File: config.mk
export PLATFORM = sky130hd
export DESIGN_NAME = bcharger_nch_flat
export DESIGN_NICKNAME = d
export VERILOG_FILES = /design/src/rtl/bcharger_nch_if.sv /design/src/rtl/bcharger_nch.sv /design/src/flat_wrapper.sv
export SDC_FILE = /design/constraint.sdc
export NUM_CORES = 1
export LEC_CHECK = 0
export CAP_MARGIN = 20
export CORE_MARGIN = 3
export CORE_UTILIZATION = 50
export CTS_BUF_LIST = sky130_fd_sc_hd__clkbuf_4 sky130_fd_sc_hd__clkbuf_8
export CTS_CLUSTER_SIZE = 12
export DETAILED_ROUTE_END_ITERATION = 16
export GPL_ROUTABILITY_DRIVEN = 0
export HOLD_SLACK_MARGIN = 0.12
export PLACE_DENSITY = 0.72
export SLEW_MARGIN = 20
export SYNTH_ARGS = -nofsm -noshare
export SYNTH_HDL_FRONTEND = slang
export SYNTH_SLANG_ARGS = --single-unit
File: constraint.sdc
create_clock -name clk -period 2.9 [get_ports clk]
set_input_delay 0.29 -clock clk [delete_from_list [all_inputs] [get_ports clk]]
set_output_delay 0.29 -clock clk [all_outputs]
set_load 0.05 [all_outputs]
File: src/rtl/bcharger_nch_if.sv
// rtl/bcharger_nch_if.sv - control/status bundle for the multi-channel charger
// Purpose: groups the per-channel enables, raw comparator inputs and the
//   registered one-hot state indications so they travel as one port.
// Signals (NCH bits each):
//   en, vtrkl, vterm, iterm, vrchrg, fault_clr - toward the charger
//   trkl, fast, vconst, done, fault            - from the charger
// Modports: master drives the inputs (system side), slave is the charger.
interface bcharger_nch_if #(
  parameter int NCH = 2
) ();
  logic [NCH-1:0] en;
  logic [NCH-1:0] vtrkl;
  logic [NCH-1:0] vterm;
  logic [NCH-1:0] iterm;
  logic [NCH-1:0] vrchrg;
  logic [NCH-1:0] fault_clr;
  logic [NCH-1:0] trkl;
  logic [NCH-1:0] fast;
  logic [NCH-1:0] vconst;
  logic [NCH-1:0] done;
  logic [NCH-1:0] fault;

  modport master (
    output en, vtrkl, vterm, iterm, vrchrg, fault_clr,
    input  trkl, fast, vconst, done, fault
  );

  modport slave (
    input  en, vtrkl, vterm, iterm, vrchrg, fault_clr,
    output trkl, fast, vconst, done, fault
  );
endinterface

File: src/rtl/bcharger_nch.sv
// rtl/bcharger_nch.sv - multi-channel battery charger state controller
// Purpose: per-channel charge sequencing IDLE/TRKL/FAST/VCONST/DONE/FAULT,
//   driven by 2-flop synchronized and debounced comparator inputs.
// Ports:
//   clk   - clock, all state updates on the rising edge
//   reset - asynchronous, active-high
//   bus   - bcharger_nch_if.slave: en, vtrkl, vterm, iterm, vrchrg, fault_clr
//           in; trkl, fast, vconst, done, fault out (registered, one-hot)
// Option: define BCHARGER_NCH_SAFETY_TIMER_EN to build the per-channel safety
//   timers and the sticky FAULT state; without it fault is tied to 0.
module bcharger_nch #(
  parameter int NCH   = 2,
  parameter int DEB   = 3,
  parameter int T_MAX = 1000,
  parameter int TMR_W = 16
) (
  input  logic          clk,
  input  logic          reset,
  bcharger_nch_if.slave bus
);
  localparam int NB = 4 * NCH;
  localparam int CW = $clog2(DEB + 1);

  typedef enum logic [2:0] {
    S_IDLE   = 3'd0,
    S_TRKL   = 3'd1,
    S_FAST   = 3'd2,
    S_VCONST = 3'd3,
    S_DONE   = 3'd4,
    S_FAULT  = 3'd5
  } state_t;

  // Comparator bits packed as {vrchrg, iterm, vterm, vtrkl}, NCH bits each.
  logic [NB-1:0]  w_raw;
  logic [NB-1:0]  r_sync1;
  logic [NB-1:0]  r_sync2;
  logic [NB-1:0]  r_filt;
  logic [CW-1:0]  r_cnt [NB];
  logic [NCH-1:0] w_vtrkl_f;
  logic [NCH-1:0] w_vterm_f;
  logic [NCH-1:0] w_iterm_f;
  logic [NCH-1:0] w_vrchrg_f;

  assign w_raw = {bus.vrchrg, bus.iterm, bus.vterm, bus.vtrkl};

  // The count tracks consecutive cycles where the synchronized bit disagrees
  // with the filtered bit; any agreement restarts it.
  always_ff @(posedge clk or posedge reset) begin
    if (reset) begin
      r_sync1 <= '0;
      r_sync2 <= '0;
      r_filt  <= '0;
      for (int b = 0; b < NB; b++) r_cnt[b] <= '0;
    end else begin
      r_sync1 <= w_raw;
      r_sync2 <= r_sync1;
      for (int b = 0; b < NB; b++) begin
        if (r_sync2[b] == r_filt[b]) begin
          r_cnt[b] <= '0;
        end else if (r_cnt[b] == CW'(DEB - 1)) begin
          r_filt[b] <= r_sync2[b];
          r_cnt[b]  <= '0;
        end else begin
          r_cnt[b] <= r_cnt[b] + CW'(1);
        end
      end
    end
  end

  assign w_vtrkl_f  = r_filt[NCH-1:0];
  assign w_vterm_f  = r_filt[2*NCH-1:NCH];
  assign w_iterm_f  = r_filt[3*NCH-1:2*NCH];
  assign w_vrchrg_f = r_filt[4*NCH-1:3*NCH];

  // en=0 wins over everything except FAULT; progress wins over timeout.
  function automatic state_t f_next(state_t s, logic en, logic vt, logic vm,
                                    logic it, logic vr, logic tmo, logic clr);
    state_t n;
    n = s;
    if (s != S_FAULT && !en) begin
      n = S_IDLE;
    end else begin
      case (s)
        S_IDLE:   n = S_TRKL;
        S_TRKL:   if (vt) n = S_FAST;   else if (tmo) n = S_FAULT;
        S_FAST:   if (vm) n = S_VCONST; else if (tmo) n = S_FAULT;
        S_VCONST: if (it) n = S_DONE;   else if (tmo) n = S_FAULT;
        S_DONE:   if (vr) n = vt ? S_FAST : S_TRKL;
        S_FAULT:  if (clr) n = S_IDLE;
        default:  n = S_IDLE;
      endcase
    end
    return n;
  endfunction

  // {trkl, fast, vconst, done}
  function automatic logic [3:0] f_ind(state_t s);
    case (s)
      S_TRKL:   return 4'b1000;
      S_FAST:   return 4'b0100;
      S_VCONST: return 4'b0010;
      S_DONE:   return 4'b0001;
      default:  return 4'b0000;
    endcase
  endfunction

`ifndef BCHARGER_NCH_SAFETY_TIMER_EN
  logic w_unused_fclr;
  assign w_unused_fclr = ^bus.fault_clr;
`endif

  for (genvar c = 0; c < NCH; c++) begin : g_ch
    state_t     r_state;
    state_t     w_next;
    logic [3:0] r_ind;
    logic       w_tmo;
    logic       w_clr;

`ifdef BCHARGER_NCH_SAFETY_TIMER_EN
    logic [TMR_W-1:0] r_tmr;
    logic             r_fault;
    // r_tmr holds the number of edges already spent in the current state.
    assign w_tmo = (r_tmr == TMR_W'(T_MAX - 1));
    assign w_clr = bus.fault_clr[c];
`else
    assign w_tmo = 1'b0;
    assign w_clr = 1'b0;
`endif

    assign w_next = f_next(r_state, bus.en[c], w_vtrkl_f[c], w_vterm_f[c],
                           w_iterm_f[c], w_vrchrg_f[c], w_tmo, w_clr);

    always_ff @(posedge clk or posedge reset) begin
      if (reset) begin
        r_state <= S_IDLE;
        r_ind   <= '0;
`ifdef BCHARGER_NCH_SAFETY_TIMER_EN
        r_tmr   <= '0;
        r_fault <= 1'b0;
`endif
      end else begin
        r_state <= w_next;
        r_ind   <= f_ind(w_next);
`ifdef BCHARGER_NCH_SAFETY_TIMER_EN
        r_fault <= (w_next == S_FAULT);
        if (w_next != r_state)
          r_tmr <= '0;
        else if (r_state == S_TRKL || r_state == S_FAST || r_state == S_VCONST)
          r_tmr <= r_tmr + TMR_W'(1);
`endif
      end
    end

    assign bus.trkl[c]   = r_ind[3];
    assign bus.fast[c]   = r_ind[2];
    assign bus.vconst[c] = r_ind[1];
    assign bus.done[c]   = r_ind[0];
`ifdef BCHARGER_NCH_SAFETY_TIMER_EN
    assign bus.fault[c]  = r_fault;
`else
    assign bus.fault[c]  = 1'b0;
`endif
  end
endmodule
File: src/flat_wrapper.sv
// flat-port wrapper written by rule: the top's interface ports become plain ports
module bcharger_nch_flat 
#(
  parameter int NCH   = 2,
  parameter int DEB   = 3,
  parameter int T_MAX = 1000,
  parameter int TMR_W = 16
)
  (clk, reset, bus_en, bus_vtrkl, bus_vterm, bus_iterm, bus_vrchrg, bus_fault_clr, bus_trkl, bus_fast, bus_vconst, bus_done, bus_fault);
  bcharger_nch_if #(.NCH(NCH)) bus_i ();
  input  logic clk;
  input  logic reset;
  input wire logic [$bits(bus_i.en)-1:0] bus_en;
  input wire logic [$bits(bus_i.vtrkl)-1:0] bus_vtrkl;
  input wire logic [$bits(bus_i.vterm)-1:0] bus_vterm;
  input wire logic [$bits(bus_i.iterm)-1:0] bus_iterm;
  input wire logic [$bits(bus_i.vrchrg)-1:0] bus_vrchrg;
  input wire logic [$bits(bus_i.fault_clr)-1:0] bus_fault_clr;
  output wire logic [$bits(bus_i.trkl)-1:0] bus_trkl;
  output wire logic [$bits(bus_i.fast)-1:0] bus_fast;
  output wire logic [$bits(bus_i.vconst)-1:0] bus_vconst;
  output wire logic [$bits(bus_i.done)-1:0] bus_done;
  output wire logic [$bits(bus_i.fault)-1:0] bus_fault;
  assign bus_i.en = bus_en;
  assign bus_i.vtrkl = bus_vtrkl;
  assign bus_i.vterm = bus_vterm;
  assign bus_i.iterm = bus_iterm;
  assign bus_i.vrchrg = bus_vrchrg;
  assign bus_i.fault_clr = bus_fault_clr;
  assign bus_trkl = bus_i.trkl;
  assign bus_fast = bus_i.fast;
  assign bus_vconst = bus_i.vconst;
  assign bus_done = bus_i.done;
  assign bus_fault = bus_i.fault;
  bcharger_nch #(.NCH(NCH), .DEB(DEB), .T_MAX(T_MAX), .TMR_W(TMR_W)) u_core (.clk(clk), .reset(reset), .bus(bus_i));
endmodule
Word-level counts from Yosys, hierarchy flattened

Index checks and enable logic that the tools add are counted.

Add/subtract/negate cells: 8
Eq/ne operators: 36
Multiplexer cells: 32
Bitwise gates (word level): 8
Reduce and logical (&&, ||, !) cells: 14

Operator list:

| operator                                            | count |
|---|---|
| two-way mux 2 bit                                   | 18 |
| one-hot mux 3 bit (6 select lines)                  | 2 |
| one-hot mux 4 bit (4 select lines)                  | 2 |
| two-way mux 3 bit                                   | 10 |
| equality test 3 x 2 -> 1 bit, second input constant | 8 |
| equality test 3 bit, second input constant          | 6 |
| adder 2 x 1 -> 2 bit, second input constant         | 8 |
| equality test 2 bit, second input constant          | 8 |
| AND reduction 2 bit                                 | 8 |
| equality test 3 x 1 -> 1 bit, second input constant | 4 |
| equality test 1 bit                                 | 8 |
| inverter 1 bit                                      | 8 |
| logical NOT 3 bit                                   | 2 |
| inequality test 3 bit, second input constant        | 2 |
| logical AND 1 bit                                   | 2 |
| logical NOT 1 bit                                   | 2 |

Bits in registers: 54
Input bits: 14

Depth between registers and ports, before layout

Gate-level depths: netlist of the first run.

Depth in word-level cells: 6
Gate-level depth with buffers: 5
Gate-level depth less buffers: 4

Worst setup path after synthesis of the first run

No wires, ideal clock.

Path type: register to register
Start point: register u_core.g_ch[0].r_state[0]
End point: register u_core.g_ch[0].r_ind[2]
Setup time: 0.107 ns
Arrival time: 1.141 ns
Required time: 2.793 ns
Setup slack: 1.653 ns
Stages on the path, launching flop included: 6
Path buffers: 1
Clock period less this slack: 1.247 ns
Cell sequence: dfrtp_1 > buf_6 > nand3b_4 > a211oi_2 > o21bai_2 > a2111oi_4

Cells in the longest elaborated chain, start to end: 5

RTL lines:

| what                                                                           | RTL line                               | source |
|---|---|---|
| start, declared                                                                | bcharger_nch.sv:113                    | `state_t r_state;` |
| start signal, assigned                                                         | bcharger_nch.sv:142                    | `r_state <= w_next;` |
| equality test 3 bit, or another cell as far along                              | bcharger_nch.sv:83                     | `case (s)` |
| one-hot mux 3 bit (6 select lines) / logical AND 1 bit (equally long branches) | bcharger_nch.sv:83, bcharger_nch.sv:80 |  |
| two-way mux 3 bit *                                                            | bcharger_nch.sv:80                     | `if (s != S_FAULT && !en) begin` |
| equality test 3 bit, or another cell as far along                              | bcharger_nch.sv:98                     | `case (s)` |
| one-hot mux 4 bit (4 select lines) *                                           | bcharger_nch.sv:98                     |  |
| end signal, assigned                                                           | bcharger_nch.sv:143                    | `r_ind <= f_ind(w_next);` |
| end, declared                                                                  | bcharger_nch.sv:115                    | `logic [3:0] r_ind;` |

Every way passes the cells marked *; elsewhere a longest branch is shown, timed or not.
A chain may end at the register's enable or synchronous reset.

Worst setup path after layout of the first run

Start point: register u_core.g_ch[0].r_ind[0]
End point: output port bus_done[0]

RTL lines:

| what          | RTL line           | source |
|---|---|---|
| end, declared | flat_wrapper.sv:22 | `output wire logic [$bits(bus_i.done)-1:0] bus_done;` |

No word-level cell between the ends.

==> impl_metrics.tcl, run 1 <==
set metrics [dict create \
    peakVddDrop_mv 0.5281 \
    startpoint "u_core.g_ch[0].r_ind[0]$_DFF_PP0_" \
    endpoint_kind "output pin" \
    final_core_util 0.6299 \
    r2r-end "u_core.g_ch[0].r_ind[0]$_DFF_PP0_" \
    place_ws_ns 1.342 \
    core_area_um2 3854 \
    cp.buffers_inverters 1 \
    reg2reg_depth 4 \
    post_cts_resized 0 \
    timing.final.crit_share 0.5909 \
    worst_setup_path_start_kind "flop" \
    async_flop_share 1.000 \
    ant_nets 0 \
    via_count 1258 \
    cts_buffers 5 \
    clk_pin_slew_worst_paths_ns 0.09 \
    grt_max_degree 28 \
    rsz0062_at_grt "false" \
    power_density_nw_per_um2 965.6 \
    die_w_um 70.98 \
    htree_levels 2 \
    grt_pass1_vias 1362 \
    grt_usage 0.1472 \
    fin_tns_setup_ns 0 \
    r2r_slack_ns 1.49 \
    p_leak_uw 0.001084 \
    area_growth_pct 15.00 \
    nFillCells 301 \
    max-cap-violations 0 \
    yosysSeqAreaShare 0.6402 \
    worstReg2RegStart "u_core.g_ch[0].r_state[2]$_DFF_PP0_" \
    yosys_warnings 0 \
    final.setup.worst_slack_ns 1.187 \
    nets 201 \
    drcViolationCount 0 \
    cts.sinks 54 \
    wl_per_cell_um 13.56 \
    n_antenna_cell 0 \
    root_buffer "clkbuf_8" \
    fmax_mhz 583.6 \
    final_max_slew_viol_count 0 \
    io_pins 24 \
    layout-drive-gt1-share 0.1436 \
    fin_crit_ns 1.713 \
    worstPathCellList "clkdlybuf4s50_1" \
    path_class "reg2out" \
    cp_top_family "buffers and inverters" \
    synth_cell_type_count 34 \
    finalHoldViolCount 0 \
    cp.required_ns 2.61 \
    grt_first_pass_wirelength_mm 5.823 \
    first_pass_iters 4 \
    routed_via_density 5.331 \
    antenna_found_initial 0 \
    numPortBuffers 19 \
    postCtsSetupBuffers 0 \
    hold_class "in2async" \
    drt-initial-drc-count 54 \
    setup_viol 0 \
    hpwlAfterDp_mm 2.457 \
    wl_mm 3.200 \
    slowest_stage "clkdlybuf4s50_1" \
    synth_edf_count 0 \
    ys_ff_latch 54 \
    cts_tree "done" \
    cp.depth 1 \
    grt-ovfl-total 0 \
    fin_skew_ns 0.007645 \
    seqCellArea_um2 1351 \
    cpPeakStageDelay_ns 0.79 \
    clk_latency_ns 0.29 \
    synth.cell_area_um2 2111 \
    syn_inst 164 \
    status "complete, no violations" \
    clockBufferDepth 2 \
    avgSynthCellArea_um2 12.87 \
    ctsHoldBuffers 0 \
    critPathMaxFanout 1 \
    multi_input_area_um2 685.7 \
    arrival_ns 1.42 \
    start_util 0.5477 \
    ys.flop_type "dfrtp_1" \
    crit_end "bus_done[0]" \
    die_y_um 70.98 \
    row_count 22 \
    dieArea_um2 5037 \
]
-- cells by family after synthesis --
| group | after synthesis | share of synthesized area |
|---|---|---|
| other | 1 | 0.001777 |
| AND/OR/NAND/NOR | 54 | 0.1518 |
| AO/OA/AOI/OAI | 26 | 0.1002 |
| buffers and inverters | 14 | 0.03675 |
| flip-flops | 54 | 0.6402 |
| multiplexers | 6 | 0.03201 |
| XOR/XNOR | 9 | 0.03735 |
-- worst reg2reg max path, stage by stage, from the launching register on --
cell and delay, ns:
dfrtp_1 0.53, nand2b_1 0.24, o2bb2ai_2 0.12, a211oi_2 0.29
and2_1 0.18
-- power breakdown --
group          switching, uW  total [uW]  internal [uW]
combinational            409         750            341
sequential               216        1180            967
clock                    209         411            202
total                    834        2340           1510
-- state kept, by name, summed over array words and instances, names as in the netlist --
register	cells
u_core.g_ch.r_ind	8
u_core.r_sync2	8
u_core.r_sync1	8
u_core.g_ch.r_state	6
u_core.r_cnt	16
u_core.r_filt	8
-- synth_stat cells, drive strengths merged, types with 2 or more instances --
library cell / number / share of area
a21o: 2 / 0.0071
nor2: 9 / 0.016
nand3: 2 / 0.0047
nand3b: 2 / 0.013
a31o: 2 / 0.0083
and2: 3 / 0.0089
nand2b: 5 / 0.015
buf: 6 / 0.023
nor3: 12 / 0.028
nand2: 3 / 0.0065
o21ai: 4 / 0.0095
inv: 8 / 0.014
nor3b: 9 / 0.032
xnor2: 8 / 0.033
a21oi: 9 / 0.021
mux2: 6 / 0.032
nor2b: 7 / 0.021
a211oi: 2 / 0.012
dfrtp: 54 / 0.64
-- through the flow --
step / cell area [um2] / cells / power (uW) / hold WS [ns]
2_1_floorplan: 2115 / 165 / 1767 / 0.3214
3_3_place_gp: 2332 / 228 / 1894 / 0.3330
3_5_place_dp: 2332 / 228 / 1955 / 0.3347
4_1_cts: 2427 / 236 / 2375 / 0.2421
5_1_grt: 2427 / 236 / 2511 / 0.2653
6_report: 2427 / 236 / 2344 / 0.2482
-- per-layer routing --
metal	wire, um	up-vias	global-route usage
li1	-	597	-
met1	1201	627	0.1505
met3	123	4	0.04688
met4	46	0	0.06054
met2	1829	30	0.2739
met5	0	-	0
-- layout make-up --
cell class,count,area share
Clock buffer,7,0.03711
Tap cell,48,0.02474
Inverter,8,0.01237
Multi-Input combinational cell,97,0.2825
Sequential cell,54,0.5567
Timing Repair Buffer,21,0.08454
Clock inverter,1,0.002062
-- worst min-delay path by stage --
stage                                 from                                   to  slack [ns]  cells past startpoint
2_1_floorplan                 bus_vtrkl[0]          u_core.r_sync1[0]$_DFF_PP0_        0.32                      0
3_3_place_gp   u_core.r_sync1[2]$_DFF_PP0_          u_core.r_sync2[2]$_DFF_PP0_        0.33                      0
3_5_place_dp   u_core.r_sync1[1]$_DFF_PP0_          u_core.r_sync2[1]$_DFF_PP0_        0.33                      0
4_1_cts                              reset  u_core.g_ch[0].r_state[0]$_DFF_PP0_        0.24                      2
5_1_grt                              reset          u_core.r_sync2[0]$_DFF_PP0_        0.27                      2
6_report                             reset           u_core.r_cnt[15]$_DFF_PP0_        0.25                      2
-- placed cells by master, fill, tap and decap left out, types with 2 or more instances in the layout --
cell,count
a211oi_2,2
a21o_1,2
a21oi_1,9
a31o_2,2
and2_1,3
buf_4,2
clkbuf_8,6
clkdlybuf4s50_1,19
conb_1,2
dfrtp_1,54
inv_1,7
mux2_2,6
nand2_1,2
nand2b_1,5
nand3_1,2
nor2_1,9
nor2b_1,7
nor3_1,12
nor3b_1,9
o21ai_1,4
xnor2_1,8
No activity file was read; power rests on OpenSTA's default activity.
==> run 2, diff against run 1 <==
--- a/config.mk
+++ b/config.mk
@@ -13,7 +13,7 @@
 export DETAILED_ROUTE_END_ITERATION = 16
 export GPL_ROUTABILITY_DRIVEN = 0
 export HOLD_SLACK_MARGIN = 0.12
-export PLACE_DENSITY = 0.72
+export PLACE_DENSITY = 0.75
 export SLEW_MARGIN = 20
 export SYNTH_ARGS = -nofsm -noshare
 export SYNTH_HDL_FRONTEND = slang
==> constraint.sdc (replaced) <==
create_clock -name clk -period 1.5 [get_ports clk]
set_input_delay 0.15 -clock clk [delete_from_list [all_inputs] [get_ports clk]]
set_output_delay 0.15 -clock clk [all_outputs]
set_load 0.05 [all_outputs]
==> run 2 against run 1 <==
Worst hold slack worse by 0.038 ns. Combinational power is 89% higher. Sequential cell count stayed put. Global-route usage is 0.50 points lower. Final area is 0.57% lower. Clock skew is 0.00055 ns higher. Critical path depth is 3 higher. Core utilization is 0.36 points lower. Clock power is 98% higher. Die area stayed put. Sequential power is 95% higher.
==> impl_metrics.tcl, run 2 (synthesis results as in run 1) <==
set metrics [dict create \
    worst_setup_path_start_kind "flop" \
    rsz0062_at_grt "false" \
    layout-drive-gt1-share 0.1872 \
    worstPathCellList "nand3b_4 -> a211oi_2 -> o21bai_2 -> a2111oi_4" \
    setup_viol 0 \
    postCtsSetupBuffers 0 \
    layout_commonest_cell "dfrtp_1" \
    dieArea_um2 5037 \
    power_density_nw_per_um2 1879 \
    routed_via_density 5.383 \
    cpPeakStageDelay_ns 0.50 \
    root_buffer "clkbuf_8" \
    post_cts_resized 0 \
    p_sw_uw 1632 \
    wl_per_cell_um 13.68 \
    max-cap-violations 0 \
    io_pins 24 \
    startpoint "u_core.g_ch[0].r_state[0]$_DFF_PP0_" \
    htree_levels 2 \
    grt-ovfl-total 0 \
    wl_mm 3.215 \
    r2r_slack_ns 0.11 \
    max_flop_register "u_core.r_cnt" \
    final_cell_mix "dfrtp_1 (53), nor3_1 (12), clkdlybuf4s50_1 (11)" \
    fin_tns_setup_ns 0 \
    start_util 0.5477 \
    hpwlAfterDp_mm 2.324 \
    final_core_util 0.6263 \
    drcViolationCount 0 \
    clockBufferDepth 2 \
    die_w_um 70.98 \
    clkPwrFrac 0.180 \
    hold_class "in2async" \
    first_pass_iters 4 \
    grt_usage 0.1421 \
    cp.buffers_inverters 0 \
    grt_max_degree 55 \
    pwr-share-comb 0.313 \
    r2r-end "u_core.g_ch[0].r_ind[2]$_DFF_PP0_" \
    cp_top_family "compound AO/OA/AOI/OAI gates" \
    drt-initial-drc-count 78 \
    ctsHoldBuffers 0 \
    core_area_um2 3854 \
    cp.required_ns 1.69 \
    ant_nets 0 \
    n_antenna_cell 0 \
    slowest_stage "dfrtp_1" \
    arrival_ns 1.58 \
    reg2reg_depth 4 \
    row_count 22 \
    cts_tree "done" \
    numPortBuffers 19 \
    area_growth_pct 14.34 \
    cts_buffers 5 \
    internal-power_uw 2902 \
    final_max_slew_viol_count 0 \
    cp.depth 4 \
    largest_reg_flops 16 \
    fin_crit_ns 1.388 \
    clk_latency_ns 0.29 \
    clk_pin_slew_worst_paths_ns 0.09 \
    finalHoldViolCount 0 \
    grt_util_met2 0.2503 \
    path_class "reg2reg" \
    via_count 1265 \
    worstReg2RegStart "u_core.g_ch[0].r_state[0]$_DFF_PP0_" \
    die_y_um 70.98 \
    gr-max-usage-layer "met2" \
    timing.final.crit_share 0.9251 \
    crit_end "u_core.g_ch[0].r_ind[2]$_DFF_PP0_" \
    grt_util_met1 0.1723 \
    endpoint_kind "flop" \
    cts.sinks 54 \
    peakVddDrop_mv 0.9820 \
    switching_share 0.3599 \
    seq_power_share 0.507 \
    fin_skew_ns 0.008194 \
    critPathMaxFanout 10 \
    p_leak_uw 0.001096 \
    grt_pass1_vias 1315 \
    gr-usage-met3 0.03835 \
    status "complete, no violations" \
    grt_first_pass_wirelength_mm 5.782 \
    antenna_found_initial 0 \
    nets 200 \
    fmax_mhz 720.6 \
]
[run 2: cell count changes in the layout (fill, tap and decap cells not counted)]
cell / previous run / this run
buf_12: 0 / 1
buf_4: 2 / 8
clkdlybuf4s50_1: 19 / 11
dfrtp_1: 54 / 53
dfrtp_2: 0 / 1
[run 2: worst min-delay path by stage]
stage,end,slack (ns),cells after the start
floorplan,u_core.r_sync1[0]$_DFF_PP0_,0.18,0
global placement,u_core.r_sync2[4]$_DFF_PP0_,0.33,0
detailed placement,u_core.r_sync2[5]$_DFF_PP0_,0.34,0
CTS,u_core.r_cnt[4]$_DFF_PP0_,0.23,3
global route,u_core.g_ch[1].r_state[1]$_DFF_PP0_,0.25,3
finish,u_core.r_cnt[4]$_DFF_PP0_,0.21,3
[run 2: layout make-up]
type                            instances  area (um2)
Inverter                                8       30.03
Timing Repair Buffer                   20       190.2
Fill cell                             298        1440
Tap cell                               48       60.06
Sequential cell                        54        1353
Clock inverter                          1       5.005
Multi-Input combinational cell         97       685.7
Clock buffer                            7       90.09
[run 2: per-stage QoR]
| stage | cells | cell area, um2 | power, uW | setup WS [ns] | hold WS, ns |
|---|---|---|---|---|---|
| global route | 235 | 2414 | 4835 | 0.03925 | 0.2484 |
| floorplan | 165 | 2115 | 3415 | 0.03542 | 0.1814 |
| finish | 235 | 2414 | 4534 | 0.1123 | 0.2098 |
| global placement | 227 | 2317 | 3624 | 0.1023 | 0.3329 |
| CTS | 235 | 2412 | 4583 | 0.07768 | 0.2281 |
| detailed placement | 227 | 2317 | 3763 | 0.08051 | 0.3358 |
[run 2: power groups by stage]
stage          Sequential [uW]  Combinational (uW)  Clock [uW]
6_report                  2300                1420         814
5_1_grt                   2370                1560         900
4_1_cts                   2300                1450         838
3_5_place_dp              2320                1440           0
3_3_place_gp              2280                1350           0
2_1_floorplan             2350                1060           0
[run 2: worst min-delay path, delay by kind of cell]
kind                   cells  cell delay, ns
buffers and inverters      3            0.74
[run 2: routing by layer]
layer / up-vias / share of wire
met3: 6 / 0.041
li1: 599 / -
met5: - / 0
met4: 0 / 0.011
met1: 628 / 0.43
met2: 32 / 0.52
==> run 3, diff against run 2 <==
--- a/config.mk
+++ b/config.mk
@@ -14,6 +14,7 @@
 export GPL_ROUTABILITY_DRIVEN = 0
 export HOLD_SLACK_MARGIN = 0.12
 export PLACE_DENSITY = 0.75
+export SETUP_SLACK_MARGIN = 0.05
 export SLEW_MARGIN = 20
 export SYNTH_ARGS = -nofsm -noshare
 export SYNTH_HDL_FRONTEND = slang
==> run 3 against run 2 <==
First-iteration DRC count is 47% lower. Critical path depth stayed put. Register-to-register slack hardly changed. Core utilization is 0.36 points higher.
==> impl_metrics.tcl, run 3 (synthesis results as in run 1) <==
set metrics [dict create \
    rsz0062_at_grt "false" \
    clk_latency_ns 0.30 \
    grt-ovfl-total 0 \
    internal-power_uw 2879 \
    dieArea_um2 5037 \
    arrival_ns 1.58 \
    largest_reg_flops 16 \
    worstReg2RegStart "u_core.g_ch[0].r_state[2]$_DFF_PP0_" \
    grt_usage 0.1500 \
    fin_skew_ns 0.008826 \
    critPathMaxFanout 9 \
    p_leak_uw 0.001094 \
    first_pass_iters 4 \
    cp.buffers_inverters 0 \
    timing.final.crit_share 0.9232 \
    grt_pass1_vias 1319 \
    ant_nets 0 \
    worst_setup_path_start_kind "flop" \
    nets 201 \
    clockBufferDepth 2 \
    r2r-end "u_core.g_ch[0].r_ind[2]$_DFF_PP0_" \
    n_antenna_cell 0 \
    cp_top_family "compound AO/OA/AOI/OAI gates" \
    worstPathCellList "nand2b_1 -> a211oi_2 -> o21bai_2 -> a2111oi_4" \
    die_y_um 70.98 \
    core_area_um2 3854 \
    finalHoldViolCount 0 \
    slowest_stage "dfrtp_2" \
    area_growth_pct 15.00 \
    cts_buffers 5 \
    root_buffer "clkbuf_8" \
    via_count 1231 \
    final_cell_mix "dfrtp_1 (52), nor3_1 (12), clkdlybuf4s50_1 (11)" \
    switching_share 0.3623 \
    final.setup.worst_slack_ns 0.1153 \
    clkPwrFrac 0.173 \
    antenna_found_initial 0 \
    finalPower_uw 4514 \
    clk_pin_slew_worst_paths_ns 0.09 \
    status "complete, no violations" \
    cts_tree "done" \
    pwr-share-comb 0.318 \
    max_flop_register "u_core.r_cnt" \
    hpwlAfterDp_mm 2.427 \
    setup_viol 0 \
    nFillCells 309 \
    layout-drive-gt1-share 0.1925 \
    wl_mm 3.268 \
    drcViolationCount 0 \
    layout_commonest_cell "dfrtp_1" \
    peakVddDrop_mv 1.155 \
    power_density_nw_per_um2 1860 \
    die_w_um 70.98 \
    hold_class "in2async" \
    fin_tns_setup_ns 0 \
    io_pins 24 \
    seq_power_share 0.510 \
    p_sw_uw 1635 \
    place_ws_ns 0.01478 \
    grt_first_pass_wirelength_mm 5.899 \
    path_class "reg2reg" \
    routed_via_density 5.238 \
    fin_crit_ns 1.385 \
    drt-initial-drc-count 41 \
    fmax_mhz 722.2 \
    grt_max_degree 25 \
    cts.sinks 54 \
    r2r_slack_ns 0.12 \
    htree_levels 2 \
    cpPeakStageDelay_ns 0.49 \
    final_max_slew_viol_count 0 \
    endpoint_kind "flop" \
    reg2reg_depth 4 \
    row_count 22 \
    start_util 0.5477 \
    numPortBuffers 19 \
    cp.required_ns 1.69 \
    max-cap-violations 0 \
    wl_per_cell_um 13.91 \
]
[run 3: changes by cell type in the layout (fill, tap and decap cells not counted), sizes merged]
cell      previous run  this run
clkinv               1         0
clkinvlp             0         1
inv                  8         7
buf                  9        10
[run 3: layer usage]
| metal | vias to the layer above | track usage | part of all wire |
|---|---|---|---|
| li1 | 593 | - | - |
| met1 | 610 | 0.1732 | 0.42 |
| met2 | 24 | 0.2523 | 0.52 |
| met3 | 4 | 0.05398 | 0.046 |
| met4 | 0 | 0.06263 | 0.015 |
| met5 | - | 0 | 0 |
[run 3: per-stage QoR]
stage            util  cell area, um2  hold WS (ns)  cells
2_1_floorplan       -            2118        0.1814    165
3_3_place_gp   0.6075            2341        0.3323    228
3_5_place_dp   0.6075            2341        0.3347    228
4_1_cts        0.6292            2425        0.1887    235
5_1_grt        0.6299            2427        0.2220    235
6_report       0.6299            2427        0.1879    235
[run 3: power groups by stage]
stage	Sequential, uW	Combinational (uW)	Clock [uW]
after floorplan	2350	1060	0
after global placement	2280	1360	0
after detailed placement	2330	1450	0
after CTS	2300	1460	808
after global routing	2370	1570	877
final	2300	1430	780
[run 3: worst reg2reg max path, stage by stage (launching register included)]
cell and delay [ns]:
dfrtp_2 0.49, nand2b_1 0.21, a211oi_2 0.22, o21bai_2 0.12
a2111oi_4 0.23
[run 3: final cells by class]
class                      count  area (um2)  share of cell area
inverter                       8       33.78             0.01392
multi-input combinational     97       685.7              0.2825
timing repair buffer          21       210.2             0.08660
clock buffer                   7       83.83             0.03454
sequential                    54        1354              0.5577
tap                           48       60.06             0.02474
[run 3: how the worst max path moves through the flow]
| stage | start | endpoint | slack (ns) | cells past startpoint |
|---|---|---|---|---|
| 6_report | u_core.g_ch[0].r_state[2]$_DFF_PP0_ | u_core.g_ch[0].r_ind[2]$_DFF_PP0_ | 0.12 | 4 |
| 2_1_floorplan | u_core.g_ch[0].r_state[0]$_DFF_PP0_ | u_core.g_ch[0].r_ind[2]$_DFF_PP0_ | 0.25 | 5 |
| 3_3_place_gp | bus_en[0] | u_core.g_ch[0].r_ind[2]$_DFF_PP0_ | 0.11 | 5 |
| 3_5_place_dp | bus_en[0] | u_core.g_ch[0].r_ind[2]$_DFF_PP0_ | 0.01 | 5 |
| 4_1_cts | u_core.g_ch[0].r_state[2]$_DFF_PP0_ | u_core.g_ch[0].r_ind[2]$_DFF_PP0_ | 0.05 | 4 |
| 5_1_grt | u_core.g_ch[0].r_state[2]$_DFF_PP0_ | u_core.g_ch[0].r_ind[2]$_DFF_PP0_ | 0.06 | 4 |
[run 3: what timing repair did]
| action | in CTS | in global routing |
|---|---|---|
| endpoints found under the setup margin | 0 | 3 |
| setup buffers | 0 | 0 |
| hold buffers | 0 | 0 |
| endpoints found under the hold margin | 0 | 0 |
| gates resized for setup | 0 | 2 |
